==> src/rtl/game_stats_counter.sv <==
// Game statistics for the seven-segment display stage: play seconds, snake length,
// a start/pause/game-over state machine and the free-running display scan clock.
module game_stats_counter #(
    parameter int unsigned CLK_HZ      = 100000000,
    parameter int unsigned SCAN_DIV    = 50000,
    parameter int unsigned INIT_LEN    = 3,
    parameter int unsigned MAX_LEN     = 99,
    parameter int unsigned MAX_SECONDS = 5999
) (
    input  logic        clk,
    input  logic        rst_n,
    input  logic        start,
    input  logic        pause_toggle,
    input  logic        game_over,
    input  logic        eat,
    output logic [15:0] seconds,
    output logic [12:0] length,
    output logic        running,
    output logic        scan_clk
);

    localparam int PS_W  = (CLK_HZ > 1)   ? $clog2(CLK_HZ)   : 1;
    localparam int DIV_W = (SCAN_DIV > 1) ? $clog2(SCAN_DIV) : 1;

    localparam logic [PS_W-1:0]  PS_LAST  = PS_W'(CLK_HZ - 1);
    localparam logic [DIV_W-1:0] DIV_LAST = DIV_W'(SCAN_DIV - 1);
    localparam logic [15:0]      SEC_MAX  = 16'(MAX_SECONDS);
    localparam logic [12:0]      LEN_MAX  = 13'(MAX_LEN);
    localparam logic [12:0]      LEN_INIT = 13'(INIT_LEN);

    localparam logic [1:0] S_IDLE  = 2'd0;
    localparam logic [1:0] S_RUN   = 2'd1;
    localparam logic [1:0] S_PAUSE = 2'd2;
    localparam logic [1:0] S_OVER  = 2'd3;

    logic [1:0]       state;
    logic [1:0]       state_nxt;
    logic             start_game;
    logic             in_run;
    logic             tick;
    logic [PS_W-1:0]  prescale;
    logic [DIV_W-1:0] scan_div;

    // Comparing before incrementing keeps the counters from ever passing their limits.
    function automatic logic [15:0] sat_inc_sec(input logic [15:0] v);
        return (v < SEC_MAX) ? v + 16'd1 : v;
    endfunction

    function automatic logic [12:0] sat_inc_len(input logic [12:0] v);
        return (v < LEN_MAX) ? v + 13'd1 : v;
    endfunction

    assign in_run = (state == S_RUN);
    assign tick   = in_run && (prescale == PS_LAST);

    // Priority chain game_over > pause_toggle > start; a losing pulse is dropped
    // even when the winning one has no effect in the current state.
    always_comb begin
        state_nxt  = state;
        start_game = 1'b0;
        if (game_over) begin
            if (state == S_RUN || state == S_PAUSE)
                state_nxt = S_OVER;
        end else if (pause_toggle) begin
            if (state == S_RUN)
                state_nxt = S_PAUSE;
            else if (state == S_PAUSE)
                state_nxt = S_RUN;
        end else if (start) begin
            if (state == S_IDLE || state == S_OVER) begin
                state_nxt  = S_RUN;
                start_game = 1'b1;
            end
        end
    end

    always_ff @(posedge clk) begin
        if (!rst_n) begin
            state    <= S_IDLE;
            running  <= 1'b0;
            seconds  <= 16'd0;
            length   <= LEN_INIT;
            prescale <= '0;
            scan_div <= '0;
            scan_clk <= 1'b0;
        end else begin
            state   <= state_nxt;
            running <= (state_nxt == S_RUN);

            // Counting follows the current state, so an eat or tick arriving with
            // game_over or pause_toggle still lands before the state changes.
            if (start_game) begin
                seconds  <= 16'd0;
                length   <= LEN_INIT;
                prescale <= '0;
            end else if (in_run) begin
                prescale <= tick ? '0 : prescale + PS_W'(1);
                if (tick)
                    seconds <= sat_inc_sec(seconds);
                if (eat)
                    length <= sat_inc_len(length);
            end

            if (scan_div == DIV_LAST) begin
                scan_div <= '0;
                scan_clk <= ~scan_clk;
            end else begin
                scan_div <= scan_div + DIV_W'(1);
            end
        end
    end

endmodule
==> config.mk <==
export PLATFORM = sky130hd
export DESIGN_NAME = game_stats_counter
export DESIGN_NICKNAME = d
export VERILOG_FILES = /design/src/rtl/game_stats_counter.sv
export SDC_FILE = /design/constraint.sdc
export NUM_CORES = 1
export LEC_CHECK = 0
export CORE_MARGIN = 5
export CORE_UTILIZATION = 56
export DETAILED_ROUTE_END_ITERATION = 16
export HOLD_SLACK_MARGIN = 0.12
export PLACE_DENSITY = 0.76
export RECOVER_POWER = 50
export SLEW_MARGIN = 20
export SYNTH_ARGS = -nofsm -noshare
export SYNTH_HDL_FRONTEND = slang
export SYNTH_SLANG_ARGS = --single-unit
export TNS_END_PERCENT = 10
==> constraint.sdc <==
create_clock -name clk -period 2.98 [get_ports clk]
set_input_delay 0.745 -clock clk [delete_from_list [all_inputs] [get_ports clk]]
set_output_delay 0.745 -clock clk [all_outputs]
set_load 0.1 [all_outputs]
==> qor.yml, run 1 <==
yosys:
  yosysSeqAreaShare: 0.459
  synth_top_family_by_area: "simple AND/OR/NAND/NOR gates"
  synthAdderAreaFrac: 0.0340
  synth_compound_area_frac: 0.0816
  ys_seq_elements: 76
  syn_inst: 370
  yosys.area_share.simple: 0.279
  muxShareOfSynthArea: 0.00906
  async_flop_share: 0
  synth_edf_count: 0
  syn_area_per_cell_um2: 8.95
  ys_types: 41
  synth-xor-area-share: 0.116
  synth_nets: 385
  syn-cell-area_um2: 3310
  synth-main-ff-cell: "dfxtp_1"
  ys_warn_count: 0
worst_hold_path:
  hold_path_class: "reg2reg"
  hp-start: "scan_div[0]"
  min_path_cells: 1
  hold_end: "scan_div[0]"
clock_network:
  cts_sinks: 76
  holdBufCountCts: 0
  cts_made_buffers: 9
  clkTransAtPathRegs_ps: 80
  htreeDepth: 3
  post_cts_resized: 0
  cts_buffer_depth: 2
  cts_root_buf: "clkbuf_8"
  clk_latency_ps: 340
  post_cts_buffers: 0
  cts_tree: "built"
sta:
  finalCritPeriodShare: 0.818
  worst-slew-pin-transition_ps: 1180
  final_hold_viol_count: 0
  setup_ws_ps: 542
  setup-tns-final_ps: 0
  min_period_ps: 2440
  setup_viol: 0
  slew_headroom: 0.219
  rsz0062_at_grt: "no"
  fin_skew_ps: 5.84
  max_freq_mhz: 410
  finalMaxSlewViolations: 0
placement:
  dp_slack_ps: 489
  io_buffers: 36
  hpwl_mm: 4.32
  placed_cell_area_um2: 3700
  gp_congestion: 0.812
layout:
  nets: 430
  drive_above_1_share: 0.0619
  fin_util: 0.649
  final_cell_mix: "dfxtp_1 (76), nor2_1 (52), nand2_1 (33), xor2_1 (33), clkbuf_1 (31)"
  nFillCells: 530
  final_common_cell: "dfxtp_1"
  syn_to_final_growth_pct: 14.6
  final_cell_area_um2: 3800
  diodes: 0
die:
  core_area_um2: 5850
  fp.dieW_um: 86.9
  initial_core_util: 0.566
  rows: 28
  fp.dieArea_um2: 7560
  ios: 37
  chipHeight_um: 86.9
route:
  wl_per_cell_um: 12.5
  firstDrtPassIters: 4
  wl_mm: 6.18
  drt-initial-drc-count: 102
  vias_per_cell: 5.49
  drc: 0
  final_antenna_net_count: 0
  vias: 2720
power:
  switching_share: 0.233
  p_int_mw: 1.49
  switchingPower_mw: 0.453
  power_frac_comb: 0.058
  vdd_drop_max_v: 0.000392
  pwr-share-clk: 0.410
  cellLeakagePower_nw: 1.40
  pwr-share-seq: 0.533
  p_total_mw: 1.95
  p_per_area_nw_per_um2: 512
global_route:
  grt_pass1_wl_mm: 10.9
  grt_pass1_vias: 2530
  antenna_found_initial: 0
  grt_overflow: 0
  grtUsageTotal: 0.180
  grt_max_degree: 27
worst_setup_path:
  setup.worst_path.end_class: "output port"
  reg2reg_slack_ps: 720
  reg2reg_to: "seconds[11]"
  path_max_fanout: 8
  reg2reg_depth: 7
  critPathSlowestCell: "clkbuf_1"
  start_kind: "flop"
  critical_path_arrival_ps: 1690
  max_stage_delay_ps: 890
  crit_chain: "clkbuf_1"
  crit_family: "buffers and inverters"
  critical_path_class: "reg2out"
  cp.required_ps: 2240
  crit_start: "seconds[7]"
  r2r-start: "prescale[0]"
  worst-path-buf-inv: 1
run:
  max_cap_violations: 0
outcome:
  outcome: "completed"
synthesized netlist by cell type (3+ instances only):
cell type  count  area share
dfxtp_1       76        0.46
nor2_1        52       0.059
nand2_1       33       0.037
xor2_1        33       0.087
nand3_1       19       0.029
nand4_1       16       0.030
a21oi_1       14       0.021
and2_1        13       0.025
and3_1        13       0.025
xnor2_1       11       0.029
ha_1           9       0.034
inv_1          9       0.010
or3_1          8       0.015
nor3_1         7       0.011
o21ai_1        6      0.0091
clkbuf_1       5      0.0057
o31ai_1        5       0.011
or4_1          5       0.011
buf_2          3      0.0045
mux2i_1        3      0.0091
through the flow:
| step | hold slack (ps) | instances |
|---|---|---|
| after floorplan | 426 | 370 |
| after global placement | 446 | 479 |
| after detailed placement | 458 | 479 |
| after CTS | 478 | 495 |
| after global routing | 501 | 495 |
| final | 470 | 495 |
sequential cells by signal, indices dropped and copies added (netlist names):
signal / cells
scan_clk: 1
seconds: 16
length: 13
scan_div: 16
state: 2
prescale: 27
running: 1
power by group through the flow:
stage               clock network, mW  logic (mW)  registers, mW
finish                          0.797       0.112           1.04
global route                    0.876       0.123           1.04
CTS                             0.825       0.118           1.04
detailed placement                  0       0.117           1.06
global placement                    0       0.116           1.06
floorplan                           0      0.0562           1.08
per-layer routing:
layer / routed length (um) / GRT usage
met1: 3000 / 0.226
met2: 2760 / 0.290
met3: 313 / 0.0454
met4: 98 / 0.0822
met5: 0 / 0
logic make-up (layout without fill, tap and decap cells):
group / after synthesis / after routing
XOR/XNOR: 44 / 44
multiplexers: 3 / 3
AO/OA/AOI/OAI: 41 / 41
adder cells (fa/ha/maj): 9 / 9
buffers and inverters: 17 / 67
flip-flops: 76 / 76
AND/OR/NAND/NOR: 180 / 180
worst max-delay path by stage:
stage / end / slack (ps) / cells past startpoint
finish: seconds[7] / 540 / 1
global route: seconds[7] / 490 / 1
CTS: seconds[11] / 720 / 7
detailed placement: length[4] / 490 / 5
global placement: length[4] / 590 / 5
floorplan: seconds[1] / 280 / 8
cell type report:
class                           instances  area (um^2)  area share
Clock buffer                           11          151      0.0399
Clock inverter                          5         60.1      0.0158
Inverter                                9         33.8     0.00890
Multi-Input combinational cell        277         1720       0.454
Sequential cell                        76         1520       0.401
Tap cell                               75         93.8      0.0247
Timing Repair Buffer                   42          211      0.0557
(Power assumes the default switching activity.)
==> run 2, diff against run 1 <==
Clock period 2.98 ns to 2.3 ns, I/O delays scaled along.
==> qor.yml, run 2 (synthesis gave the netlist of run 1 again) <==
outcome:
  outcome: "completed"
worst_setup_path:
  start_kind: "flop"
  critical_path_arrival_ps: 2460  # +770 ps
  reg2reg_slack_ps: 100  # -620 ps
  critical_path_class: "reg2reg"
  path_max_fanout: 23  # +15
  cp.required_ps: 2570  # +330 ps
  setup.worst_path.end_class: "flop"
die:
  fp.dieArea_um2: 7560  # unchanged
  chipHeight_um: 86.9  # unchanged
  core_area_um2: 5850  # unchanged
  fp.dieW_um: 86.9  # unchanged
  ios: 37  # unchanged
  rows: 28  # unchanged
  initial_core_util: 0.566  # unchanged
sta:
  fin_skew_ps: 4.29  # -1.55 ps
  worst-slew-pin-transition_ps: 610  # -566 ps
  slew_headroom: 0.583  # +0.364
  setup_viol: 0  # unchanged
  finalMaxSlewViolations: 0  # unchanged
  finalCritPeriodShare: 0.956
  whs_ps: 470  # +0.223 ps
  setup_ws_ps: 101  # -441 ps
  min_period_ps: 2200
  max_freq_mhz: 455
  final_hold_viol_count: 0  # unchanged
  setup-tns-final_ps: 0  # unchanged
route:
  wl_per_cell_um: 12.8  # +2.6%
  drt-initial-drc-count: 81  # -21%
  vias: 2696  # -0.88%
  firstDrtPassIters: 4  # unchanged
  final_antenna_net_count: 0  # unchanged
  drc: 0  # unchanged
  wl_mm: 6.43  # +4.1%
  vias_per_cell: 5.37  # -2.3%
placement:
  gp_congestion: 0.798  # -1.7%
  hpwl_mm: 4.52  # +4.6%
  dp.cells: 488  # +1.9%
  io_buffers: 36  # unchanged
  dp_slack_ps: 21.4  # -468 ps
  placed_cell_area_um2: 3810  # +3.0%
layout:
  nFillCells: 504  # -4.9%
  register_area_um2: 1540  # +1.2%
  diodes: 0  # unchanged
  multi_input_area_um2: 1740  # +0.87%
  final_cell_mix: "dfxtp_1 (66), nor2_1 (52), nand2_1 (33), xor2_1 (33), clkbuf_2 (32)"
  max_flop_register: "prescale"
  drive_above_1_share: 0.169  # +0.107
  fin_util: 0.669  # +0.0205
  top_regs: "prescale (27), scan_div (16), seconds (16)"
  stdcell_count: 502  # +1.4%
  final_cell_area_um2: 3920  # +3.2%
  final_common_cell: "dfxtp_1"
  syn_to_final_growth_pct: 18.2
  nets: 439  # +2.1%
  largest_register_ffs: 27  # unchanged
clock_network:
  htreeDepth: 3  # unchanged
  cts_buffer_depth: 2  # unchanged
  post_cts_buffers: 0  # unchanged
  post_cts_resized: 0  # unchanged
  clk_latency_ps: 340  # about the same
  cts_sinks: 76  # unchanged
  cts_tree: "built"
  cts_root_buf: "clkbuf_8"
  clkTransAtPathRegs_ps: 70  # about the same
  holdBufCountCts: 0  # unchanged
  cts_made_buffers: 9  # unchanged
global_route:
  met1_usage: 0.235  # +0.00927
  grt_pass1_vias: 2577  # +1.9%
  grtUsageTotal: 0.184  # +0.00395
  grt_overflow: 0  # unchanged
  antenna_found_initial: 0  # unchanged
  grt_use_met2: 0.295  # +0.00483
  grt_max_degree: 24  # -11%
  grt_pass1_wl_mm: 11.3  # +3.0%
  grtUsageMet3: 0.0426  # -0.00284
  grt_busiest_layer: "met2"
power:
  vdd_drop_max_v: 0.000474  # +21%
  cellLeakagePower_nw: 1.56  # +11%
  p_per_area_nw_per_um2: 631  # +23%
  p_total_mw: 2.47  # +27%
run:
  max_cap_violations: 0  # unchanged
worst_hold_path:
  hold_path_class: "reg2reg"
[run 2: path summary, 6_finish.rpt]
kind,startpoint,end,depth (start not counted)
max reg2reg,prescale[9],seconds[9],6
min,scan_div[0],scan_div[0],1
max,prescale[9],seconds[9],6
min reg2reg,scan_div[0],scan_div[0],1
[run 2: layer usage]
| layer | vias up | wire, um |
|---|---|---|
| met2 | 37 | 2950 |
| met4 | 0 | 119 |
| met1 | 1248 | 3100 |
| li1 | 1400 | - |
| met5 | - | 0 |
| met3 | 11 | 257 |
[run 2: worst max-delay path, stage by stage (launching register included)]
cell and delay [ps]:
dfxtp_1 310, or4_1 540, nor3_2 220, o2111ai_2 190, buf_12 210, or4_1 500, a21oi_1 150
[run 2: power by group]
part	total, mW	internal [mW]	switching [mW]	leakage, nW
Clock	0.974	0.547	0.427	0.0983
Sequential	1.34	1.33	0.0115	0.619
Combinational	0.157	0.0495	0.107	0.839
Total	2.47	1.92	0.546	1.56
[run 2: layout make-up]
type	instances	area share
inverters	9	0.00863
clock inverters	2	0.00895
repair buffers	51	0.0818
flip-flops and latches	76	0.393
multi-input cells	277	0.444
clock buffers	12	0.0396
well taps	75	0.0240
==> run 3, diff against run 2 <==
Settings changed: GPL_TIMING_DRIVEN from default to 1.
==> results of run 3 <==
Final layout, timing and power as in run 2 (identical DEF).
